--- src/rtl/clock_switch_n.sv ---
// Glitch-free NUM_CLK-way clock switch; clk_800 valid/ready select, old gate drained before new gate opens.
// Latency ~2*SYNC_STAGES source edges + 2*SYNC_STAGES+2 clk_800; ready low while busy. `CLK_SWITCH_TIMEOUT_EN adds stall timeout.
module clock_switch_n #(
  parameter int  NUM_CLK     = 4,
  parameter int  SYNC_STAGES = 2,
  parameter int  RST_SEL     = 0,
  parameter int  SCAN_CH     = NUM_CLK - 1,
  parameter int  TIMEOUT_CYC = 255,
  localparam int SEL_W       = $clog2(NUM_CLK)
) (
  input  logic               clk_800,
  input  logic               rst_clk_n,
  input  logic [NUM_CLK-1:0] clk_in,
  input  logic               sel_req_valid,
  input  logic [SEL_W-1:0]   sel_req_id,
  output logic               sel_req_ready,
  output logic [SEL_W-1:0]   cur_sel,
  output logic               switch_busy,
  output logic               switch_err,
  output logic               clk_out,
  input  logic               dc_scan_mode,
  input  logic               icg_scan_mode,
  input  logic               clk_scan
);

  if (NUM_CLK < 2 || NUM_CLK > 16) begin : g_chk_num
    $error("clock_switch_n: NUM_CLK must be 2..16");
  end
  if (SYNC_STAGES < 2) begin : g_chk_sync
    $error("clock_switch_n: SYNC_STAGES must be >= 2");
  end
  if (TIMEOUT_CYC < 1 || TIMEOUT_CYC > 255) begin : g_chk_to
    $error("clock_switch_n: TIMEOUT_CYC must fit the 8-bit counter");
  end
  if (RST_SEL >= NUM_CLK || SCAN_CH >= NUM_CLK) begin : g_chk_ch
    $error("clock_switch_n: RST_SEL/SCAN_CH out of range");
  end

  typedef enum logic [1:0] {S_IDLE, S_DRAIN, S_ENABLE} state_t;

  localparam logic [SEL_W-1:0]   RST_ID     = SEL_W'(RST_SEL);
  localparam logic [NUM_CLK-1:0] RST_ONEHOT = {{(NUM_CLK-1){1'b0}}, 1'b1} << RST_SEL;

  state_t               state_q, state_d;
  logic [SEL_W-1:0]     target_q, target_d;
  logic [SEL_W-1:0]     cur_sel_q, cur_sel_d;
  logic [NUM_CLK-1:0]   en_req_q, en_req_d;
  logic                 err_q, err_d;
  logic [NUM_CLK-1:0]   en_sync;
  logic [NUM_CLK-1:0]   en_ack;
  logic [NUM_CLK-1:0]   gated;

`ifdef CLK_SWITCH_TIMEOUT_EN
  localparam logic [7:0] TIMEOUT_L = 8'(TIMEOUT_CYC);
  logic [7:0] cnt_q, cnt_d;
  logic       timeout;
  assign timeout = (cnt_q == TIMEOUT_L);
`endif

  always_comb begin
    state_d   = state_q;
    target_d  = target_q;
    cur_sel_d = cur_sel_q;
    en_req_d  = en_req_q;
    err_d     = 1'b0;
`ifdef CLK_SWITCH_TIMEOUT_EN
    cnt_d     = cnt_q + 8'd1;
`endif
    case (state_q)
      S_IDLE: begin
        if (sel_req_valid) begin
          if (int'(sel_req_id) >= NUM_CLK) begin
            err_d = 1'b1;
          end else if (sel_req_id != cur_sel_q) begin
            target_d            = sel_req_id;
            en_req_d[cur_sel_q] = 1'b0;
            state_d             = S_DRAIN;
`ifdef CLK_SWITCH_TIMEOUT_EN
            cnt_d               = 8'd0;
`endif
          end
        end
      end
      S_DRAIN: begin
        // A dead old clock never returns its ack; the timeout treats it as drained.
        if (!en_ack[cur_sel_q]) begin
          en_req_d[target_q] = 1'b1;
          state_d            = S_ENABLE;
`ifdef CLK_SWITCH_TIMEOUT_EN
          cnt_d              = 8'd0;
        end else if (timeout) begin
          err_d              = 1'b1;
          en_req_d[target_q] = 1'b1;
          state_d            = S_ENABLE;
          cnt_d              = 8'd0;
`endif
        end
      end
      S_ENABLE: begin
        if (en_ack[target_q]) begin
          cur_sel_d = target_q;
          state_d   = S_IDLE;
`ifdef CLK_SWITCH_TIMEOUT_EN
        end else if (timeout) begin
          err_d     = 1'b1;
          cur_sel_d = target_q;
          state_d   = S_IDLE;
`endif
        end
      end
      default: state_d = S_IDLE;
    endcase
  end

  always_ff @(posedge clk_800 or negedge rst_clk_n) begin
    if (!rst_clk_n) begin
      state_q   <= S_ENABLE;
      target_q  <= RST_ID;
      cur_sel_q <= RST_ID;
      en_req_q  <= RST_ONEHOT;
      err_q     <= 1'b0;
`ifdef CLK_SWITCH_TIMEOUT_EN
      cnt_q     <= 8'd0;
`endif
    end else begin
      state_q   <= state_d;
      target_q  <= target_d;
      cur_sel_q <= cur_sel_d;
      en_req_q  <= en_req_d;
      err_q     <= err_d;
`ifdef CLK_SWITCH_TIMEOUT_EN
      cnt_q     <= cnt_d;
`endif
    end
  end

  assign sel_req_ready = (state_q == S_IDLE);
  assign switch_busy   = (state_q != S_IDLE);
  assign switch_err    = err_q;
  assign cur_sel       = cur_sel_q;

  for (genvar i = 0; i < NUM_CLK; i++) begin : g_ch
    logic                   ck;
    logic [SYNC_STAGES-1:0] fwd_q;
    logic [SYNC_STAGES-1:0] bwd_q;
    logic                   gate_en;
    logic                   lat_q;

    assign ck = dc_scan_mode ? clk_scan : clk_in[i];

    always_ff @(posedge ck or negedge rst_clk_n) begin
      if (!rst_clk_n) fwd_q <= '0;
      else            fwd_q <= {fwd_q[SYNC_STAGES-2:0], en_req_q[i]};
    end
    assign en_sync[i] = fwd_q[SYNC_STAGES-1];

    always_ff @(posedge clk_800 or negedge rst_clk_n) begin
      if (!rst_clk_n) bwd_q <= '0;
      else            bwd_q <= {bwd_q[SYNC_STAGES-2:0], en_sync[i]};
    end
    assign en_ack[i] = bwd_q[SYNC_STAGES-1];

    assign gate_en = en_sync[i] & (~dc_scan_mode | (i == SCAN_CH));

    // Latch is deliberately not reset: a high phase in flight finishes intact.
    always_latch begin
      if (!ck) lat_q <= gate_en | icg_scan_mode;
    end
    assign gated[i] = lat_q & ck;
  end

  assign clk_out = |gated;

endmodule

--- config.mk ---
export PLATFORM = sky130hd
export DESIGN_NAME = clock_switch_n
export DESIGN_NICKNAME = d
export VERILOG_FILES = /design/src/rtl/clock_switch_n.sv
export SDC_FILE = /design/constraint.sdc
export NUM_CORES = 1
export LEC_CHECK = 0
export ABC_AREA = 1
export CAP_MARGIN = 20
export CORE_MARGIN = 3
export CORE_UTILIZATION = 56
export DETAILED_ROUTE_END_ITERATION = 16
export PLACE_DENSITY = 0.9
export RECOVER_POWER = 25
export SETUP_SLACK_MARGIN = 0.4
export SLEW_MARGIN = 30
export SYNTH_ARGS = -nofsm -noshare
export SYNTH_HDL_FRONTEND = slang
export SYNTH_SLANG_ARGS = --single-unit
--- constraint.sdc ---
create_clock -name clk_800 -period 3.2 [get_ports clk_800]
set_input_delay 0.64 -clock clk_800 [delete_from_list [all_inputs] [get_ports clk_800]]
set_output_delay 0.64 -clock clk_800 [all_outputs]
set_load 0.05 [all_outputs]
## After elaboration in Yosys (flattened, before gate mapping)

Cells that the tools add are included.

- Register bits: 26
- Bits of input ports: 12
- Bits in latches: 4

- Bitwise logic cells: 15
- Equal/unequal tests: 7
- Reductions and logical operators: 10
- Muxes and demuxes: 25
- Magnitude comparators: 4

Operator list:

| operator | count |
|---|---|
| 1-bit 2-to-1 mux | 12 |
| 4-bit 2-to-1 mux | 3 |
| 2-bit 2-to-1 mux | 4 |
| 4-bit one-hot mux with 2 select lines | 1 |
| 4-bit AND reduction | 2 |
| 1-bit bitwise AND | 7 |
| 2-bit by 3-bit less-than comparator with 1-bit output, second input constant | 2 |
| 2-bit != test, second input constant | 3 |
| 2-bit one-hot mux with 3 select lines | 1 |
| 4-bit bitwise AND | 1 |
| 1-bit binary-select mux with 2-bit select | 2 |
| 1-bit demux with 2-bit select | 2 |
| 2-bit by 1-bit greater-or-equal comparator with 1-bit output, second input constant | 2 |
| 4-bit NOT | 1 |
| 1-bit OR | 4 |
| 4-bit OR | 1 |
| 2-bit nonzero test | 2 |
| 4-bit OR reduction | 1 |
| 3-bit AND reduction | 1 |
| 2-bit by 1-bit equality test with 1-bit output, second input constant | 1 |
| 2-bit equality test, second input constant | 1 |
| 1-bit logical AND | 2 |
| 2-bit zero test | 1 |
| 2-bit by 1-bit != test with 1-bit output, second input constant | 1 |
| 3 further kinds | 3 |

## Depth between registers and ports, before layout

- Depth in word-level cells: 9
- Gate-level depth with buffers: 8
- Gate-level depth less buffers: 8

==> results.cfg <==
[grt]
grt_remaining_overflow = 0
grt_max_degree = 21
grt_pass1_wl_um = 4130
grt.total_usage_pct = 20.7
grt_antenna_before_repair = 0
grt_pass1_vias = 966

[placement]
portBuffers = 16
gp_congestion = 0.930
dpl_cell_area_um2 = 1430
dp_cells = 179
dp_hpwl_um = 1950

[worst_setup_path]
arrival_ns = 1.95
critPathLaunchType = input port
startpoint = dc_scan_mode
r2r_start = cur_sel[1]$_DFFE_PN0P_
path_max_fanout = 8
worst_setup_path_end_kind = primary output
crit_required_ns = 2.56
path_class = input port to primary output

[sta]
worstMarginPinSlew_ns = 0.846
drv_slew = 0
post-route-period-util_pct = 81.0
untimed_endpoints = 16
fin_setup_tns_ns = 0
rsz0062_at_grt = false
fin_skew_ns = 0.00363
unclocked_pins = 12
finalSetupViolCount = 0
hold_viol = 0
max_freq_ghz = 0.386
min_period_ns = 2.59
max_slew_margin_pct = 43.4

[layout]
layout_common_cells = nand2_1 (40), dfrtp_1 (24), inv_1 (18), o21ai_0 (15), clkdlybuf4s50_1 (14)
fin_util_pct = 72.3
stdcell_count = 183
final_area_um2 = 1460
fin_nets = 169
antenna_cells = 0
fill_cells = 147
drive_gt1_share_pct = 12.8
layout_commonest_cell = nand2_1
syn_to_final_growth_pct = 19.4

[drt]
drt_iter0_markers = 27
postRouteAntennaNets = 0
post_drt_via_cell_ratio = 5.19
routedWlPerCell_um = 13.3
route.detailed.drc = 0
vias = 949
routed_wl_um = 2440
dr.pass1.iters = 4

[die]
die_w_um = 52.7
core_area_um2 = 2020
core.rowCount = 16
start_util_pct = 60.5
die_h_um = 52.7
die_area_um2 = 2780
io-pin-count = 18

[yosys]
ys_ff_latch = 30
syn-mean-instance-area_um2 = 8.93
syn_nets = 149
syn-cell-area_um2 = 1220
synth_cell_types = 21
synthCells = 137
yosysWarnings = 0

[pwr]
total_power_mw = 1.02
peakVddDrop_uv = 468
clock_power_share_pct = 14.0
seqPwrFrac_pct = 38.2
p_int_mw = 0.532
swShare_pct = 48.0
pwr-share-comb_pct = 47.8
power.leakage_nw = 0.768
powerDensity_nw_per_um2 = 700
switchingPower_mw = 0.491

[clock_tree]
cts_buffers = 3
clk_transition_reported_paths_ns = 0.10
postCtsSetupBuffers = 0
clockBufferDepth = 2
ctsResizeCount = 0
cts_root_buffer = clkbuf_4
cts_hold_buf = 0
cts_tree = yes
cts-htree-levels = 1
clk_latency_ns = 0.30

[run]
max_cap_viol_count = 0

[worst_hold_path]
holdCritStartpoint = g_ch[2].bwd_q[0]$_DFF_PN0_
worst_hold_path_type = register to register

[outcome]
status = finished, final reports clean
==> registers in the layout (all words and copies together), names as in the netlist <==
name and cells:
cur_sel 2, en_req_q 4, g_ch.bwd_q 8, g_ch.fwd_q 8
g_ch.lat_q 4, state_q 2, target_q 2
==> kinds of logic after synthesis <==
kind of cell	Yosys count	share of synthesized area (%)
AND/OR/NAND/NOR	65	26.5
flip-flops	26	53.4
buffers and inverters	23	7.57
AO/OA/AOI/OAI	18	7.36
latches	4	4.91
other	1	0.306
==> Yosys cell counts (all sizes together) <==
| cell | instances | share of area (%) |
|---|---|---|
| nand2 | 45 | 16 |
| dfrtp | 24 | 49 |
| inv | 20 | 6.1 |
| o21ai | 18 | 7.4 |
| nand3 | 11 | 5.9 |
| nor2 | 6 | 3.4 |
| dlxtn | 4 | 4.9 |
| buf | 3 | 1.4 |
| dfstp | 2 | 4.3 |
| nand4 | 2 | 1.0 |
| conb | 1 | 0.31 |
| or2 | 1 | 0.51 |
==> power groups by stage <==
stage / registers [mW] / clock network, mW / logic, mW
4_1_cts: 0.390 / 0.145 / 0.492
3_5_place_dp: 0.395 / 0 / 0.489
2_1_floorplan: 0.397 / 0 / 0.331
3_3_place_gp: 0.387 / 0 / 0.468
5_1_grt: 0.397 / 0.156 / 0.537
6_report: 0.391 / 0.144 / 0.489
==> routing by layer <==
metal  vias up  share of wire (%)  global-route usage [%]
li1        461                  -                       -
met1       443                 43                    26.1
met2        37                 49                    32.9
met3         8                5.5                    4.27
met4         0                2.4                    11.9
met5         -                  0                       0
==> final cells by class <==
| cell class | instances | area [um2] | share of cell area (%) |
|---|---|---|---|
| clock buffers | 4 | 36.3 | 2.48 |
| inverters | 20 | 75.1 | 5.14 |
| multi-input cells | 84 | 418 | 28.6 |
| flip-flops and latches | 30 | 713 | 48.8 |
| well taps | 27 | 33.8 | 2.31 |
| repair buffers | 18 | 185 | 12.7 |
==> critical path, stage by stage <==
cell	delay (ns)
clkdlybuf4s50_1	0.50
o21ai_0	0.42
nand2_1	0.09
nand4_1	0.15
buf_12	0.15
==> per-stage QoR <==
stage | hold WS [ns] | worst slack [ns]
after floorplan | 0.331 | 1.16
after global placement | 0.331 | 0.715
after detailed placement | 0.335 | 0.604
after CTS | 0.358 | 0.592
after global routing | 0.375 | 0.500
final | 0.357 | 0.607
==> path summary, 6_finish.rpt <==
kind	end	slack (ns)	depth (start not counted)
worst max register to register	en_req_q[2]$_DFFE_PN0P_	1.90	7
worst max-delay path	clk_out	0.61	5
worst min register to register	g_ch[2].bwd_q[1]$_DFF_PN0_	0.36	0
min in group asynchronous	target_q[0]$_DFFE_PN0P_	0.88	1
max in group asynchronous	cur_sel[0]$_DFFE_PN0P_	1.80	1
worst min-delay path	g_ch[2].bwd_q[1]$_DFF_PN0_	0.36	0
No activity file was read; power rests on OpenSTA's default activity.
